$ cat config.mk
export PLATFORM = sky130hd
export DESIGN_NAME = nibbler_core_p
export DESIGN_NICKNAME = d
export VERILOG_FILES = /design/src/rtl/nibbler_pkg.sv /design/src/rtl/nibbler_core_p_call_stack.sv /design/src/rtl/nibbler_core_p.sv
export SDC_FILE = /design/constraint.sdc
export NUM_CORES = 1
export LEC_CHECK = 0
export ABC_AREA = 1
export BUFFER_PORTS_ARGS = -buffer_cell sky130_fd_sc_hd__buf_2
export CAP_MARGIN = 20
export CORE_UTILIZATION = 45
export DETAILED_ROUTE_END_ITERATION = 7
export GPL_TIMING_DRIVEN = 0
export HOLD_SLACK_MARGIN = 0.02
export PLACE_DENSITY_LB_ADDON = 0.15
export SETUP_SLACK_MARGIN = 0.2
export SLEW_MARGIN = 20
export SYNTH_ARGS = -nofsm -noshare
export SYNTH_HDL_FRONTEND = slang
export SYNTH_SLANG_ARGS = --single-unit
$ cat constraint.sdc
create_clock -name clk -period 2.97 [get_ports clk]
set_input_delay 0.594 -clock clk [delete_from_list [all_inputs] [get_ports clk]]
set_output_delay 0.594 -clock clk [all_outputs]
set_load 0.02 [all_outputs]
$ cat src/rtl/nibbler_pkg.sv
// Shared types for the nibbler core: opcode encoding and sequencer states.
package nibbler_pkg;

    localparam int OPC_W = 4;

    typedef enum logic [OPC_W-1:0] {
        OP_NOP  = 4'h0,
        OP_LIT  = 4'h1,
        OP_ADD  = 4'h2,
        OP_SUB  = 4'h3,
        OP_AND  = 4'h4,
        OP_OR   = 4'h5,
        OP_XOR  = 4'h6,
        OP_CMP  = 4'h7,
        OP_IN   = 4'h8,
        OP_OUT  = 4'h9,
        OP_JMP  = 4'hA,
        OP_JC   = 4'hB,
        OP_JZ   = 4'hC,
        OP_JNZ  = 4'hD,
        OP_CALL = 4'hE,
        OP_RET  = 4'hF
    } opcode_t;

    typedef enum logic [1:0] {
        FETCH   = 2'd0,
        EXEC    = 2'd1,
        IN_WAIT = 2'd2
    } state_t;

endpackage

$ cat src/rtl/nibbler_core_p_call_stack.sv
// Return-address LIFO; pushes when full and pops when empty are ignored.
module call_stack #(
    parameter int ADDR_W      = 12,
    parameter int STACK_DEPTH = 4
) (
    input  logic                               clk,
    input  logic                               reset,
    input  logic                               push,
    input  logic                               pop,
    input  logic [ADDR_W-1:0]                  din,
    output logic [ADDR_W-1:0]                  dout,
    output logic                               full,
    output logic                               empty,
    output logic [$clog2(STACK_DEPTH+1)-1:0]   count
);
    localparam int CNT_W = $clog2(STACK_DEPTH + 1);
    localparam int IDX_W = (STACK_DEPTH > 1) ? $clog2(STACK_DEPTH) : 1;

    logic [ADDR_W-1:0] mem_q [2**IDX_W];
    logic [CNT_W-1:0]  count_q, count_d;
    logic [IDX_W-1:0]  wr_idx, top_idx;

    assign full    = (count_q == CNT_W'(STACK_DEPTH));
    assign empty   = (count_q == '0);
    assign wr_idx  = count_q[IDX_W-1:0];
    assign top_idx = IDX_W'(count_q - CNT_W'(1));
    assign dout    = mem_q[top_idx];
    assign count   = count_q;

    always_comb begin
        count_d = count_q;
        if (push && !full) begin
            count_d = count_q + CNT_W'(1);
        end else if (pop && !empty) begin
            count_d = count_q - CNT_W'(1);
        end
    end

    always_ff @(posedge clk) begin
        if (reset) begin
            count_q <= '0;
        end else begin
            count_q <= count_d;
        end
    end

    // Entry contents need no reset; only the occupancy count matters.
    always_ff @(posedge clk) begin
        if (push && !full) begin
            mem_q[wr_idx] <= din;
        end
    end

endmodule

$ cat src/rtl/nibbler_core_p.sv
// Fetch/execute accumulator core with call stack and ready/valid input port.
// Jump targets narrower than ADDR_W are zero-extended from the second word.
module nibbler_core_p
    import nibbler_pkg::*;
#(
    parameter int DATA_W      = 4,
    parameter int ADDR_W      = 12,
    parameter int STACK_DEPTH = 4,
    parameter int INSTR_W     = DATA_W + 4
) (
    input  logic                             clk,
    input  logic                             reset,
    input  logic [INSTR_W-1:0]               prog_data,
    output logic [ADDR_W-1:0]                prog_addr,
    input  logic [DATA_W-1:0]                in_data,
    input  logic                             in_valid,
    output logic                             in_ready,
    output logic [DATA_W-1:0]                out_data,
    output logic                             out_strobe,
    output logic [ADDR_W-1:0]                pc,
    output logic                             phase,
    output logic [DATA_W-1:0]                accu,
    output logic                             c_flag,
    output logic                             z_flag,
    output logic                             stack_err,
    output logic [$clog2(STACK_DEPTH+1)-1:0] sp
);
    state_t              state_q, state_d;
    logic [INSTR_W-1:0]  instr_q, instr_d;
    logic [ADDR_W-1:0]   pc_q, pc_d;
    logic [DATA_W-1:0]   accu_q, accu_d, out_data_q, out_data_d;
    logic                c_q, c_d, z_q, z_d;
    logic                out_strobe_q, out_strobe_d, stack_err_q, stack_err_d;

    opcode_t             opc;
    logic [DATA_W-1:0]   op, diff;
    logic [DATA_W:0]     sum;
    logic                no_borrow;
    logic [ADDR_W-1:0]   target, pc_inc, st_dout;
    logic                push, pop, st_full, st_empty;

    assign opc       = opcode_t'(instr_q[INSTR_W-1 -: OPC_W]);
    assign op        = instr_q[DATA_W-1:0];
    assign sum       = {1'b0, accu_q} + {1'b0, op};
    assign diff      = accu_q - op;
    assign no_borrow = (accu_q >= op);
    assign pc_inc    = pc_q + ADDR_W'(1);

    generate
        if (ADDR_W <= INSTR_W) begin : g_tgt_slice
            assign target = prog_data[ADDR_W-1:0];
        end else begin : g_tgt_ext
            assign target = {{(ADDR_W-INSTR_W){1'b0}}, prog_data};
        end
    endgenerate

    // Ready is combinational so IN can complete in its own EXEC cycle.
    assign in_ready = !reset &&
                      ((state_q == IN_WAIT) || (state_q == EXEC && opc == OP_IN));

    always_comb begin
        state_d      = state_q;
        instr_d      = instr_q;
        pc_d         = pc_q;
        accu_d       = accu_q;
        c_d          = c_q;
        z_d          = z_q;
        out_data_d   = out_data_q;
        out_strobe_d = 1'b0;
        stack_err_d  = stack_err_q;
        push         = 1'b0;
        pop          = 1'b0;
        case (state_q)
            FETCH: begin
                instr_d = prog_data;
                pc_d    = pc_inc;
                state_d = EXEC;
            end
            EXEC: begin
                state_d = FETCH;
                case (opc)
                    OP_NOP: ;
                    OP_LIT: begin accu_d = op; z_d = (op == '0); end
                    OP_ADD: begin
                        {c_d, accu_d} = sum;
                        z_d = (sum[DATA_W-1:0] == '0);
                    end
                    OP_SUB: begin accu_d = diff; c_d = no_borrow; z_d = (diff == '0); end
                    OP_AND: begin accu_d = accu_q & op; c_d = 1'b0; z_d = ((accu_q & op) == '0); end
                    OP_OR:  begin accu_d = accu_q | op; c_d = 1'b0; z_d = ((accu_q | op) == '0); end
                    OP_XOR: begin accu_d = accu_q ^ op; c_d = 1'b0; z_d = ((accu_q ^ op) == '0); end
                    OP_CMP: begin c_d = no_borrow; z_d = (diff == '0); end
                    OP_IN: begin
                        if (in_valid) begin
                            accu_d = in_data;
                            z_d    = (in_data == '0);
                        end else begin
                            state_d = IN_WAIT;
                        end
                    end
                    OP_OUT: begin out_data_d = accu_q; out_strobe_d = 1'b1; end
                    OP_JMP: pc_d = target;
                    OP_JC:  pc_d = c_q  ? target : pc_inc;
                    OP_JZ:  pc_d = z_q  ? target : pc_inc;
                    OP_JNZ: pc_d = !z_q ? target : pc_inc;
                    OP_CALL: begin
                        if (!st_full) begin
                            push = 1'b1;
                            pc_d = target;
                        end else begin
                            pc_d        = pc_inc;
                            stack_err_d = 1'b1;
                        end
                    end
                    OP_RET: begin
                        if (!st_empty) begin
                            pop  = 1'b1;
                            pc_d = st_dout;
                        end else begin
                            stack_err_d = 1'b1;
                        end
                    end
                endcase
            end
            IN_WAIT: begin
                if (in_valid) begin
                    accu_d  = in_data;
                    z_d     = (in_data == '0);
                    state_d = FETCH;
                end
            end
            default: state_d = FETCH;
        endcase
    end

    always_ff @(posedge clk) begin
        if (reset) begin
            state_q      <= FETCH;
            instr_q      <= '0;
            pc_q         <= '0;
            accu_q       <= '0;
            c_q          <= 1'b0;
            z_q          <= 1'b0;
            out_data_q   <= '0;
            out_strobe_q <= 1'b0;
            stack_err_q  <= 1'b0;
        end else begin
            state_q      <= state_d;
            instr_q      <= instr_d;
            pc_q         <= pc_d;
            accu_q       <= accu_d;
            c_q          <= c_d;
            z_q          <= z_d;
            out_data_q   <= out_data_d;
            out_strobe_q <= out_strobe_d;
            stack_err_q  <= stack_err_d;
        end
    end

    call_stack #(
        .ADDR_W      (ADDR_W),
        .STACK_DEPTH (STACK_DEPTH)
    ) u_call_stack (
        .clk   (clk),
        .reset (reset),
        .push  (push),
        .pop   (pop),
        .din   (pc_inc),
        .dout  (st_dout),
        .full  (st_full),
        .empty (st_empty),
        .count (sp)
    );

    assign prog_addr  = pc_q;
    assign pc         = pc_q;
    assign phase      = (state_q != FETCH);
    assign accu       = accu_q;
    assign c_flag     = c_q;
    assign z_flag     = z_q;
    assign out_data   = out_data_q;
    assign out_strobe = out_strobe_q;
    assign stack_err  = stack_err_q;

endmodule

# Word-level counts from Yosys, hierarchy flattened
# Memory sizes are Yosys's and may differ from the RTL's.
# Cells that the tools add are included.
# word_totals
inputBits,15
ramBits,48
regBits,37
n_memories,1
# classes
eq_ne,25
n_mux,32
n_reduce_logical,32
bitwise,4
order_cmp,1
addsub,5
# mem_list
memory,depth,word_bits,rd,rd_ports_with_merged_regs,write_ports,line,text
u_call_stack.mem_q,4,12,1,0,1,nibbler_core_p_call_stack.sv:19,logic [ADDR_W-1:0] mem_q [2**IDX_W];
# op_table
operator,n
12-bit one-hot mux with 6 select lines,1
12-bit two-way mux,5
"4-bit equality test, second input constant",8
4-bit logical NOT,7
4-bit one-hot mux with 7 select lines,1
12-bit one-hot mux with 2 select lines,1
"4-bit by 3-bit equality test with 1-bit output, second input constant",4
"12-bit by 1-bit adder with 12-bit output, second input constant",1
1-bit two-way mux,12
2-bit nonzero test,5
"4-bit by 2-bit equality test with 1-bit output, second input constant",2
"8-bit by 1-bit inequality test with 1-bit output, second input constant",1
"8-bit by 2-bit inequality test with 1-bit output, second input constant",1
4-bit one-hot mux with 2 select lines,1
2-bit AND reduction,4
"7-bit by 1-bit inequality test with 1-bit output, second input constant",1
1-bit one-hot mux with 7 select lines,1
2-bit two-way mux,3
3-bit two-way mux,2
"2-bit inequality test, second input constant",3
2-bit one-hot mux with 3 select lines,1
4-bit by 4-bit adder with 5-bit output,1
4-bit AND,1
"4-bit by 1-bit equality test with 1-bit output, second input constant",1
24 further kinds,31

# Depth between registers and ports, before layout
# depth
ltp_word,7
depth_mapped,13
ltp_nobuf,13

# By module
# Synthesis repeated with hierarchy kept, for this count alone.
# hier_totals
hier_cells,630
hier_area_um2,4903.5
# modules_own_cells
module,seq_area_each_um2,cells_per_inst,area_each_um2,instances
nibbler_core_p,680.7,465,2822.7,1
call_stack,1501.4,165,2080.7,1

# Least setup slack after synthesis
# Ideal clock, no wire load.
# synth_timing
kind,reg-to-reg
startpoint,register u_call_stack.count_q[0] (netlist: u_call_stack.count[0])
endpoint,"memory u_call_stack.mem_q[1][0], enable pin"
arrival_ns,1.961
setup_time_ns,0.380
path_slack_ns,0.629
path_buffers,1
path_stages_with_launch,7
t_required_ns,2.590
synth_period_minus_slack_ns,2.341
cell_sequence,dfxtp_1 > inv_1 > clkbuf_1 > ha_1 > nand2_1 > nand3_2 > nor2_1
# synth_between
elab_chain_len,7
word_cells_on_any_way,8
# synth_rtl
item,line,text
from (decl),nibbler_core_p_call_stack.sv:20,"logic [CNT_W-1:0] count_q, count_d;"
from (signal assigned),nibbler_core_p_call_stack.sv:43,count_q <= count_d;
3-bit equality test,nibbler_core_p_call_stack.sv:23,assign full = (count_q == CNT_W'(STACK_DEPTH));
1-bit two-way mux,nibbler_core_p.sv:107,if (!st_full) begin
1-bit two-way mux,nibbler_core_p.sv:81,case (opc)
1-bit two-way mux,nibbler_core_p.sv:73,case (state_q)
1-bit logical AND,nibbler_core_p_call_stack.sv:49,if (push && !full) begin
1-bit two-way mux,nibbler_core_p_call_stack.sv:49,
1-bit two-way mux (implied by the code),nibbler_core_p_call_stack.sv:50,mem_q[wr_idx] <= din;
to (decl),nibbler_core_p_call_stack.sv:19,
# Parallel ways exist; a longest one is shown, timed or not.

# Final worst setup path
# layout_timing
startpoint,register u_call_stack.count_q[0] (netlist: u_call_stack.count[0])
endpoint,register pc_q[3] (netlist: pc[3])
# layout_between
elab_chain_len,5
word_cells_on_any_way,10
# layout_rtl
item,line,text
3-bit by 1-bit subtractor with 3-bit output,nibbler_core_p_call_stack.sv:26,assign top_idx = IDX_W'(count_q - CNT_W'(1));
memory read 4 x 12 bit,n/a,
12-bit two-way mux,nibbler_core_p.sv:116,if (!st_empty) begin
12-bit one-hot mux with 6 select lines,nibbler_core_p.sv:81,
12-bit one-hot mux with 2 select lines,nibbler_core_p.sv:73,
to (signal assigned),nibbler_core_p.sv:150,pc_q <= pc_d;
to (decl),nibbler_core_p.sv:30,"logic [ADDR_W-1:0] pc_q, pc_d;"
# Parallel ways exist; a longest one is shown, timed or not. The select of a mux whose other input is x is not followed.
# A chain may end at the register's enable or synchronous reset.

==> summary by stage <==
Synthesis
By count the netlist is led by sky130_fd_sc_hd__nand2_1 (121), sky130_fd_sc_hd__nor2_1 (75), sky130_fd_sc_hd__inv_1 (73). The number of storage elements in the synthesis netlist is 85. The most numerous cell in the Yosys netlist is sky130_fd_sc_hd__nand2_1. Of the post-synthesis cell area, the dominant cell type holds 0.296.

Of the synthesized area, sequential elements account for 0.448. The number of warnings printed during yosys synthesis is 0. For this run, the leading register cell type out of synthesis is sky130_fd_sc_hd__edfxtp_1. sky130_fd_sc_hd__edfxtp_1 takes more of the synthesized area than any other cell. The share of flip-flops with an asynchronous set or reset is 0. The number of enable flip-flop cells after synthesis is 48. In the synthesized netlist, the number of instances is about 630. The number of distinct library cells after synthesis is 37.

Summing every instance area after synthesis gives between 4000 and 5000 um^2. The mean post-synth cell area is about 7.8 um^2. Sorting the synthesized cells by area gives the leading types as sky130_fd_sc_hd__edfxtp_1 (30%), sky130_fd_sc_hd__dfxtp_1 (15%), sky130_fd_sc_hd__nand2_1 (9.3%). The net count of the mapped netlist is approximately 660.

Power
The fraction of power spent switching nets is 0.322. The combinational fraction of design power is 0.202. The share of total power dissipated in the clock network is 0.311. The maximum vdd ir drop is roughly 0.21 mV. The internal power consumption is 0.00189 W. The analysis attributes to cell leakage a power of 2.43 nW. The total power divided by cell area is just over 500 nW/um^2. The post-route total power is between 0.002 and 0.003 W. In this run the power spent charging and discharging nets is roughly 0.00090 W. Of the total power, registers draw 0.487.

Clock network
The post-CTS setup repair buffer count is 0. The number of buffers on the longest clock path is 2. The clock root buffer is sky130_fd_sc_hd__clkbuf_8. The clock buffer count from CTS is 9. The TritonCTS clock tree is done. The clock transition at the registers of the reported paths is approximately 0.10 ns.

The total clock sinks is 85. The clock tree synthesis step divided the H-tree into 3 levels. After clock tree synthesis, the flow added hold-fix buffers numbering 0. Clock latency on the worst-skew pair, taken at its later pin, is about 0.37 ns.

Timing
The final setup violation count is 0. The final critical-path required period is ~2.6 ns. Setup repair after global routing left no endpoint under its margin. The headroom to the max-slew limit is 0.340. In the finished design, the share of the clock period the worst path needs comes to 0.859.

The number of pins with negative max-slew slack in the final report was 0. The tightest hold path in the finished design has a slack of 0.405 ns. For the final routed database, the setup TNS stands at 0 ns. Static timing analysis puts the maximum clock frequency at 0.392 GHz.

The transition time at the pin with the least slew margin is approximately 0.98 ns. For the final database, setup skew stands at around 0.015 ns. The number of endpoints with negative hold slack in the final report is 0.

Floorplan
The area of the core is between 10000 and 15000 um^2. The floorplan has 37 rows. The effective utilization at floorplan is 0.467.

The chip height is between 100 and 150 um. The die is about 110 um wide. The floorplan step defined a die boundary enclosing between 10000 and 15000 um^2. The I/O pin count is 56.

Setup path
Data on the critical path is required at its endpoint by 3.28 ns. By startpoint and endpoint, the worst setup path is classified as reg2reg. The kind of cell adding the most delay to the critical path is buffers and inverters.

The sort of element at the end of the critical path is a flip-flop. The startpoint of the lowest-slack register-to-register path is u_call_stack.count[0]. STA classifies the critical path startpoint as a flip-flop. The worst register-to-register path ends at pc[3].

The number of buffers and inverters on the critical path is 3. The critical-path maximum fanout is 12. The setup check on the worst reg-to-reg path leaves a slack of between 0.4 and 0.5 ns. The maximum single-stage delay on the critical path is 0.42 ns. The depth of the worst register-to-register path is 10. The highest-delay cell along the critical path is sky130_fd_sc_hd__dfxtp_1. The data arrival time of the worst path is between 2 and 3 ns. The most used cell along the critical path is sky130_fd_sc_hd__o21ai_0. Traced cell by cell, the critical path runs through inv_1 -> clkbuf_2 -> ha_1 -> clkbuf_1 -> o21ai_0 -> o22ai_1 -> nand2_1 -> o21ai_0 -> nand3_1 -> a21oi_1.

Cells and area
The number of inserted filler cells in the final layout is between 1000 and 1500. The final layout contains 729 nets. The synthesis-to-finish area growth is 13.6%.

The repair_antennas step left the layout with diodes totalling 0. The proportion of layout cells with a drive suffix above 1 is 0.147. Once layout is complete, the utilization of the core stands at 0.531.

Min path
The worst hold path was traced through 2 stages. The startpoint of the lowest-slack hold path is in_valid. The worst hold path class is in2reg.

The end of the worst hold path is state_q[1].

Detailed routing
In the routed layout, each cell is associated on average with a via count of roughly 5.5. For this run, design rule violations remaining after detail routing come to 0. For this block, the initial DRC count from the detailed router was ~350. In this run the remaining antenna-violating nets after routing total 0. In the final routed layout, each cell accounts on average for around 16 um.

The total length of routed wires is roughly 14000 um. The total number of vias is 4539. The first detailed-routing pass ran for 7 iterations.

GRT
The first-pass GRT wire length is ~22000 um. The global-route total usage across every layer is 0.255. The via count of the first global-routing pass is around 4300. The maximum number of pins on one net before global-route repair is 17.

Summed over all layers, the global routing overflow is 0. The number of antenna violations at the first check in global routing is 0.

Place
The port buffer count is 54. The congestion estimate from routability-driven global placement came to ~0.94. The detailed-placement wirelength estimate is 10300 um.

Flow run
Across the run, the number of max-cap violations was 0.

Run status
The run finished with clean final reports.
## through the flow
step                      instance area, um^2  worst slack [ns]  instances
after CTS                                5530             0.340        832
after detailed placement                 5320            0.0235        816
after global routing                     5530             0.244        832
after floorplan                          4870             0.629        625
final                                    5530             0.419        832
after global placement                   5310          -0.00438        815
## how the worst max path moves through the flow
stage          slack [ns]  depth (start not counted)                  start                   endpoint
2_1_floorplan        0.63                          6  u_call_stack.count[0]   u_call_stack.mem_q[1][0]
4_1_cts              0.34                         11  u_call_stack.count[0]                      pc[3]
3_5_place_dp         0.02                          6  u_call_stack.count[0]   u_call_stack.mem_q[2][9]
6_report             0.42                         10  u_call_stack.count[0]                      pc[3]
5_1_grt              0.24                         13  u_call_stack.count[0]                      pc[4]
3_3_place_gp       -0.004                          6  u_call_stack.count[0]  u_call_stack.mem_q[1][11]
## layout make-up
class | count | area, um^2 | area share
buffer | 30 | 168 | 0.0303
clock buffer | 10 | 128 | 0.0231
clock inverter | 6 | 75.1 | 0.0136
inverter | 75 | 282 | 0.0509
multi-input combinational | 435 | 2250 | 0.406
sequential | 85 | 2180 | 0.395
tap | 136 | 170 | 0.0308
timing repair buffer | 55 | 278 | 0.0502
## flip-flops by register name, summed over array words and instances, names as in the netlist
register / cells
z_flag: 1
stack_err: 1
c_flag: 1
u_call_stack.mem_q: 48
state_q: 2
instr_q: 8
u_call_stack.count: 3
pc: 12
out_data: 4
out_strobe: 1
accu: 4
## cell usage in the layout, fill, tap and decap left out, types with 2 or more instances in the layout
cell type and instances:
sky130_fd_sc_hd__nand2_1 121, sky130_fd_sc_hd__inv_1 73, sky130_fd_sc_hd__nor2_1 72, sky130_fd_sc_hd__o21ai_0 67, sky130_fd_sc_hd__a21oi_1 56, sky130_fd_sc_hd__buf_2 56, sky130_fd_sc_hd__edfxtp_1 48, sky130_fd_sc_hd__nand3_1 40
sky130_fd_sc_hd__dfxtp_1 37, sky130_fd_sc_hd__ha_1 21, sky130_fd_sc_hd__buf_4 14, sky130_fd_sc_hd__clkbuf_1 13, sky130_fd_sc_hd__clkbuf_8 9, sky130_fd_sc_hd__o22ai_1 8, sky130_fd_sc_hd__nand4_1 6, sky130_fd_sc_hd__xnor2_1 5
sky130_fd_sc_hd__xor2_1 4, sky130_fd_sc_hd__o211ai_1 4, sky130_fd_sc_hd__clkbuf_2 3, sky130_fd_sc_hd__nand2_2 3, sky130_fd_sc_hd__nor2_2 3, sky130_fd_sc_hd__nor3_1 3, sky130_fd_sc_hd__inv_6 3, sky130_fd_sc_hd__o21bai_1 2
sky130_fd_sc_hd__nor2_4 2, sky130_fd_sc_hd__inv_2 2, sky130_fd_sc_hd__nand3b_1 2, sky130_fd_sc_hd__a31oi_1 2, sky130_fd_sc_hd__or2_1 2, sky130_fd_sc_hd__fa_1 2
## cell families (layout without fill, tap and decap cells)
kind of cell / Yosys count / count (layout) / share of synthesized area
AOI/OAI and AO/OA: 145 / 145 / 0.158
and+or+nand+nor: 258 / 258 / 0.223
buffers and inverters: 105 / 176 / 0.0918
adders and majority gates: 23 / 23 / 0.0622
xor gates and xnor gates: 9 / 9 / 0.0162
DFF: 85 / 85 / 0.448
## power by group through the flow
stage                     sequential (W)  clock [W]  combinational, W
after global routing             0.00136   0.000932          0.000625
after global placement           0.00138          0          0.000550
final                            0.00136   0.000866          0.000563
after detailed placement         0.00138          0          0.000554
after CTS                        0.00136   0.000880          0.000557
after floorplan                  0.00140          0          0.000358
## worst register-to-register path: stages, from the launching register on
cell and delay (ns):
sky130_fd_sc_hd__dfxtp_1 0.42, sky130_fd_sc_hd__inv_1 0.12, sky130_fd_sc_hd__clkbuf_2 0.25, sky130_fd_sc_hd__ha_1 0.41, sky130_fd_sc_hd__clkbuf_1 0.40, sky130_fd_sc_hd__o21ai_0 0.20, sky130_fd_sc_hd__o22ai_1 0.24, sky130_fd_sc_hd__nand2_1 0.09
sky130_fd_sc_hd__o21ai_0 0.10, sky130_fd_sc_hd__nand3_1 0.10, sky130_fd_sc_hd__a21oi_1 0.17
## per-layer routing
metal / track usage / share of wire
met5: 0 / 0
met4: 0.114 / 0.027
met3: 0.0356 / 0.058
met2: 0.424 / 0.48
met1: 0.330 / 0.44
## what timing repair did
action,in CTS,in global routing
setup endpoints to repair,13,2
hold endpoints to repair,0,0
gates resized for setup,2,2
Note: power is estimated with default switching activity, not from simulation.
